## src/rtl/mem_port_arbiter.sv

```systemverilog
// rtl/mem_port_arbiter.sv - single-port memory arbiter for I-fetch and D load/store
// D wins by default; a starvation counter forces an I grant after STARVE_MAX D grants.
module mem_port_arbiter #(
  parameter int XLEN       = 32,
  parameter int ADDR_SIZE  = 5,
  parameter int MEM_LAT    = 1,
  parameter int STARVE_MAX = 2
) (
  input  logic                 clk,
  input  logic                 rst,
  input  logic                 i_req,
  input  logic [ADDR_SIZE-1:0] i_addr,
  output logic                 i_ack,
  output logic [XLEN-1:0]      i_rdata,
  input  logic                 d_req,
  input  logic                 d_we,
  input  logic [ADDR_SIZE-1:0] d_addr,
  input  logic [XLEN-1:0]      d_wdata,
  output logic                 d_ack,
  output logic [XLEN-1:0]      d_rdata,
  output logic                 mem_en,
  output logic                 mem_we,
  output logic [ADDR_SIZE-1:0] mem_addr,
  output logic [XLEN-1:0]      mem_wdata,
  input  logic [XLEN-1:0]      mem_rdata,
  output logic                 F_stall,
  output logic                 MEM_stall
);
  localparam int CW = $clog2(MEM_LAT + 1);
  localparam int SW = $clog2(STARVE_MAX + 1);
  localparam logic [1:0] IDLE = 2'd0;
  localparam logic [1:0] BUSY = 2'd1;
  localparam logic [1:0] DONE = 2'd2;
  localparam logic [CW-1:0] LAT_LOAD   = CW'(MEM_LAT);
  localparam logic [SW-1:0] STARVE_LIM = SW'(STARVE_MAX);

  logic [1:0]           state_q, state_d;
  logic                 own_d_q, own_d_d;
  logic                 we_q, we_d;
  logic                 mem_en_q, mem_en_d;
  logic [ADDR_SIZE-1:0] addr_q, addr_d;
  logic [XLEN-1:0]      wdata_q, wdata_d;
  logic [XLEN-1:0]      i_rdata_q, i_rdata_d;
  logic [XLEN-1:0]      d_rdata_q, d_rdata_d;
  logic [CW-1:0]        cnt_q, cnt_d;
  logic [SW-1:0]        starve_q, starve_d;
  logic                 gnt_dport, gnt_iport;

  always_comb begin
    gnt_dport = 1'b0;
    gnt_iport = 1'b0;
    if (state_q == IDLE) begin
      gnt_dport = d_req && !(i_req && starve_q == STARVE_LIM);
      gnt_iport = i_req && !gnt_dport;
    end
  end

  always_comb begin
    state_d   = state_q;
    own_d_d   = own_d_q;
    we_d      = we_q;
    mem_en_d  = 1'b0;
    addr_d    = addr_q;
    wdata_d   = wdata_q;
    i_rdata_d = i_rdata_q;
    d_rdata_d = d_rdata_q;
    cnt_d     = cnt_q;
    starve_d  = starve_q;
    case (state_q)
      IDLE: begin
        if (gnt_dport || gnt_iport) begin
          state_d  = BUSY;
          own_d_d  = gnt_dport;
          we_d     = gnt_dport && d_we;
          mem_en_d = 1'b1;
          cnt_d    = LAT_LOAD;
          addr_d   = gnt_dport ? d_addr : i_addr;
          if (gnt_dport) wdata_d = d_wdata;
          // Only D grants made while I is waiting count toward starvation
          if (gnt_iport || !i_req) starve_d = '0;
          else if (starve_q != STARVE_LIM) starve_d = starve_q + SW'(1);
        end
      end
      BUSY: begin
        if (cnt_q == '0) begin
          state_d = DONE;
          if (!we_q) begin
            if (own_d_q) d_rdata_d = mem_rdata;
            else         i_rdata_d = mem_rdata;
          end
        end else begin
          cnt_d = cnt_q - CW'(1);
        end
      end
      DONE:    state_d = IDLE;
      default: state_d = IDLE;
    endcase
  end

  always_ff @(posedge clk or posedge rst) begin
    if (rst) begin
      state_q   <= IDLE;
      own_d_q   <= 1'b0;
      we_q      <= 1'b0;
      mem_en_q  <= 1'b0;
      addr_q    <= '0;
      wdata_q   <= '0;
      i_rdata_q <= '0;
      d_rdata_q <= '0;
      cnt_q     <= '0;
      starve_q  <= '0;
    end else begin
      state_q   <= state_d;
      own_d_q   <= own_d_d;
      we_q      <= we_d;
      mem_en_q  <= mem_en_d;
      addr_q    <= addr_d;
      wdata_q   <= wdata_d;
      i_rdata_q <= i_rdata_d;
      d_rdata_q <= d_rdata_d;
      cnt_q     <= cnt_d;
      starve_q  <= starve_d;
    end
  end

  assign i_ack     = (state_q == DONE) && !own_d_q;
  assign d_ack     = (state_q == DONE) && own_d_q;
  assign i_rdata   = i_rdata_q;
  assign d_rdata   = d_rdata_q;
  assign mem_en    = mem_en_q;
  assign mem_we    = mem_en_q && we_q;
  assign mem_addr  = addr_q;
  assign mem_wdata = wdata_q;
  assign F_stall   = i_req && !i_ack;
  assign MEM_stall = d_req && !d_ack;
endmodule

```

## config.mk

```make
export PLATFORM = sky130hd
export DESIGN_NAME = mem_port_arbiter
export DESIGN_NICKNAME = d
export VERILOG_FILES = /design/src/rtl/mem_port_arbiter.sv
export SDC_FILE = /design/constraint.sdc
export NUM_CORES = 1
export LEC_CHECK = 0
export ABC_AREA = 1
export BUFFER_PORTS_ARGS = -buffer_cell sky130_fd_sc_hd__buf_2
export CAP_MARGIN = 20
export CORE_MARGIN = 2
export CORE_UTILIZATION = 45
export DETAILED_ROUTE_END_ITERATION = 8
export GPL_ROUTABILITY_DRIVEN = 0
export HOLD_SLACK_MARGIN = 0.15
export PLACE_DENSITY = 0.75
export SETUP_SLACK_MARGIN = 0.3
export SLEW_MARGIN = 20
export SYNTH_ARGS = -nofsm -noshare
export SYNTH_HDL_FRONTEND = slang
export SYNTH_SLANG_ARGS = --single-unit
```

## constraint.sdc

```tcl
create_clock -name clk -period 7 [get_ports clk]
set_clock_uncertainty 0.2 [all_clocks]
set_input_delay 1.75 -clock clk [delete_from_list [all_inputs] [get_ports clk]]
set_output_delay 1.75 -clock clk [all_outputs]
set_load 0.01 [all_outputs]
```

After elaboration in Yosys (flattened, before gate mapping)
Index checks and enable logic that the tools add are counted.
{ "totals": {"regBits": 109, "latch_bits": 0, "ram_bits": 0, "rom_bits": 0, "input_bits": 79, "out_inout_bits": 107, "elab_cells": 61, "mem_count": 0} }
{ "op_classes": {"addsub": 2, "mul": 0, "div_mod_pow": 0, "order_cmp": 0, "eq_ne": 6, "shift": 0, "n_mux": 13, "bitwise_logic": 3, "n_reduce_logical": 27} }
{ "op_table": {"columns": ["cell", "count"], "rows": [
  ["1-bit logical AND", 9],
  ["2-bit two-way mux", 4],
  ["4-bit AND reduction", 2],
  ["1-bit zero test", 6],
  ["1-bit two-way mux", 6],
  ["2-bit AND reduction", 3],
  ["3-bit AND reduction", 2],
  ["5-bit two-way mux", 1],
  ["2-bit equality test, second input constant", 2],
  ["2-bit != test, second input constant", 2],
  ["2-bit one-hot mux with 2 select lines", 1],
  ["2-bit nonzero test", 2],
  ["1-bit NOT", 3],
  ["2-bit by 1-bit adder with 2-bit output, second input constant", 1],
  ["2-bit by 1-bit equality test with 1-bit output, second input constant", 1],
  ["2-bit zero test", 1],
  ["1-bit logical OR", 2],
  ["2-bit by 1-bit != test with 1-bit output, second input constant", 1],
  ["1-bit one-hot mux with 2 select lines", 1],
  ["1-bit subtractor, second input constant", 1]
]} }

Depth between registers and ports, before layout
{ "depth": {"word_depth": 10, "depth_mapped": 8, "depth_no_buf": 7} }

Worst setup path after synthesis
OpenSTA, ideal clock, no wires.
{ "synth_timing": {"kind": "input -> output", "from": "input port i_req", "to": "output port F_stall", "arrival_ns": 2.037, "required_time_ns": 5.050, "path_slack_ns": 3.013, "path_stages": 3, "n_path_buf": 1, "cell_sequence": "buf_4 -> o21ai_0 -> inv_1"} }
{ "synth_via": {"elab_chain_len": 1} }
{ "synth_rtl": {"columns": ["item", "line", "text"], "rows": [
  ["from (decl)", "11", "input logic i_req,"],
  ["1-bit logical AND", "134", "assign F_stall = i_req && !i_ack;"],
  ["to (decl)", "26", "output logic F_stall,"]
]} }
No other way between the ends.

Worst setup path in the final report
Ends and elaborated chain as after synthesis.

==> results.ini <==
[critical_path]
r2r_setup_slack_ns = 4.05
setup.worst_path.start_class = input port
crit_family = buffers and inverters
cp-end-kind = output port
path_buf_inv = 3
reg2reg_depth = 4
r2r_start = state_q[1]$_DFFE_PP0P_
cp.depth = 4
path_cells = buf_2 > o21ai_0 > inv_1 > buf_2
crit_path_frequent_cell = buf_2
crit_arrival_ns = 2.19
cp_slowest_cell = buf_2
crit_fanout = 8
endpoint = F_stall
cp_data_required_time_ns = 5.05
crit_start = i_req
slowest_delay_ns = 0.16
reg2reg_to = mem_addr[1]$_DFFE_PP0P_
crit_type = in -> out

[logic_synthesis]
syn-cell-area_mm2 = 0.00433
syn_inst = 467
syn_area_per_cell_um2 = 9.28
synthesis.nets = 547
yosys_warnings = 0
yosysSeqAreaShare = 0.630
yosys.cell_types.count = 21
ys_seq_elements = 109

[placed_design]
hpwl_um = 7100
place_inst = 757
io_buffer_count = 185

[detailed_routing]
first_pass_iters = 4
vias = 3667
routedWlPerCell_um = 12.9
post-route-drc-count = 0
wirelength_um = 9980
drt_iter0_drc = 179
drtAntennaViolNets = 0
vias_per_cell = 4.74

[timing]
hold_violations = 0
finalCritPeriodShare = 0.591
finalSetupTns_ns = 0
fmax_ghz = 0.242
setup_violations = 0
min_period_ns = 4.14
relSlewSlack = 0.337
rsz0062_at_grt = false
finalMaxSlewViolations = 0
tightest_slew_ns = 0.993

[final_layout]
drive_above_1_share = 0.329
nNetsFinal = 719
antenna_cells = 0
finalNonFillerCells = 773
area_growth_pct = 26.9
multi_input_area_mm2 = 0.00129
layout_commonest_cell = buf_2
seqCellArea_mm2 = 0.00273
layout_common_cells = buf_2, nand2_1, dfrtp_1, o21ai_1, nand3_1
num-fill-cells = 872

[floorplanning]
num_rows = 35
start_util = 0.467
design.portCount = 186
fp.dieW_um = 102
die_area_mm2 = 0.0104
chipHeight_um = 102
core_area_mm2 = 0.00928

[grt]
grt_max_degree = 84
grt_pass1_vias = 3464
grt_usage = 0.195
antenna_found_initial = 1
overflow = 0
grt_pass1_wl_um = 16100

[hold_path]
hold_start = mem_wdata[23]$_DFFE_PP0P_
hold_class = reg -> reg

[cts]
insertion_delay_ns = 0.34
cts_buffers = 9
cts_hold_buf = 0
post_cts_buffers = 0
h-tree-depth = 3
clock_path_buffers = 2
cts.sinks = 109
cts_resized = 0
clkTransAtPathRegs_ns = 0.10
cts_root_buf = clkbuf_8
cts_tree = done

[pwr]
p_per_area_mw_per_mm2 = 467
ir_drop_mv = 0.188
power.leakage_uw = 0.00318

[status]
status = finished clean

[flow_run]
max_cap_violations = 0

[state kept, by name (all words and copies together), names as in the netlist]
name and flops:
mem_addr 5, we_q 1, own_d_q 1, i_rdata 32
starve_q 2, mem_wdata 32, mem_en 1, d_rdata 32
state_q 2, cnt_q 1
[how the worst min path moves through the flow]
stage,to,slack [ns],cells past startpoint
2_1_floorplan,state_q[1]$_DFFE_PP0P_,0.25,1
4_1_cts,mem_wdata[23]$_DFFE_PP0P_,0.29,2
6_report,mem_wdata[23]$_DFFE_PP0P_,0.28,2
3_5_place_dp,mem_wdata[23]$_DFFE_PP0P_,0.26,2
5_1_grt,mem_wdata[7]$_DFFE_PP0P_,0.30,2
3_3_place_gp,mem_wdata[2]$_DFFE_PP0P_,0.26,2
[cell usage after synthesis]
library cell | number | share of area
o21ai_0 | 4 | 0.0046
nor2_4 | 2 | 0.0052
nand4_1 | 5 | 0.0072
inv_1 | 44 | 0.038
nor3_1 | 1 | 0.0012
nand3b_1 | 1 | 0.0017
inv_2 | 1 | 0.00087
dfrtp_1 | 109 | 0.63
and2_1 | 1 | 0.0014
buf_1 | 3 | 0.0026
nand2_1 | 151 | 0.13
clkbuf_1 | 2 | 0.0017
nor2_1 | 3 | 0.0026
buf_4 | 6 | 0.010
o21ai_1 | 64 | 0.074
nand3_1 | 49 | 0.057
buf_2 | 15 | 0.017
buf_6 | 1 | 0.0026
nand3_2 | 3 | 0.0069
nand2_2 | 1 | 0.0014
ha_1 | 1 | 0.0029
[cell type report]
class	count	area share
flip-flops and latches	109	0.496
clock inverters	6	0.0130
inverters	45	0.0312
repair buffers	188	0.173
clock buffers	10	0.0232
multi-input cells	286	0.234
well taps	129	0.0294
[metrics by stage]
stage / hold slack [ns] / setup slack (ns) / power [µW] / cell area (µm²) / utilization
after floorplan: 0.246 / 2.18 / 1780 / 4330 / -
after global placement: 0.259 / 2.87 / 2180 / 5290 / 0.570
after detailed placement: 0.260 / 2.85 / 2220 / 5300 / 0.570
after CTS: 0.286 / 2.85 / 2600 / 5490 / 0.592
after global routing: 0.304 / 2.79 / 2800 / 5500 / 0.592
final: 0.284 / 2.86 / 2570 / 5500 / 0.592
[layer usage]
layer	track usage	vias to the layer above	part of all wire
met2	0.304	127	0.48
li1	-	1825	-
met4	0.0810	2	0.027
met1	0.271	1687	0.44
met3	0.0342	26	0.052
met5	0	-	0.0013
[tightest hold or removal path, delay by kind of cell (launching register included)]
family           cells  cell delay [ns]
and+or+nand+nor      2             0.10
DFF                  1             0.35
[where the power goes]
part	total (µW)	internal, µW	switching [µW]
combinational	1080	420	659
clock	381	170	211
sequential	1110	941	169
total	2570	1530	1040
[kinds of logic (layout without fill, tap and decap cells)]
kind of cell / Yosys count / count (layout) / synth area share
simple gates: 217 / 217 / 0.215
flops: 109 / 109 / 0.630
buf+inv: 72 / 249 / 0.0737
compound gates: 68 / 68 / 0.0786
fa+ha+maj: 1 / 1 / 0.00289
No activity file was read; power rests on OpenSTA's default activity.
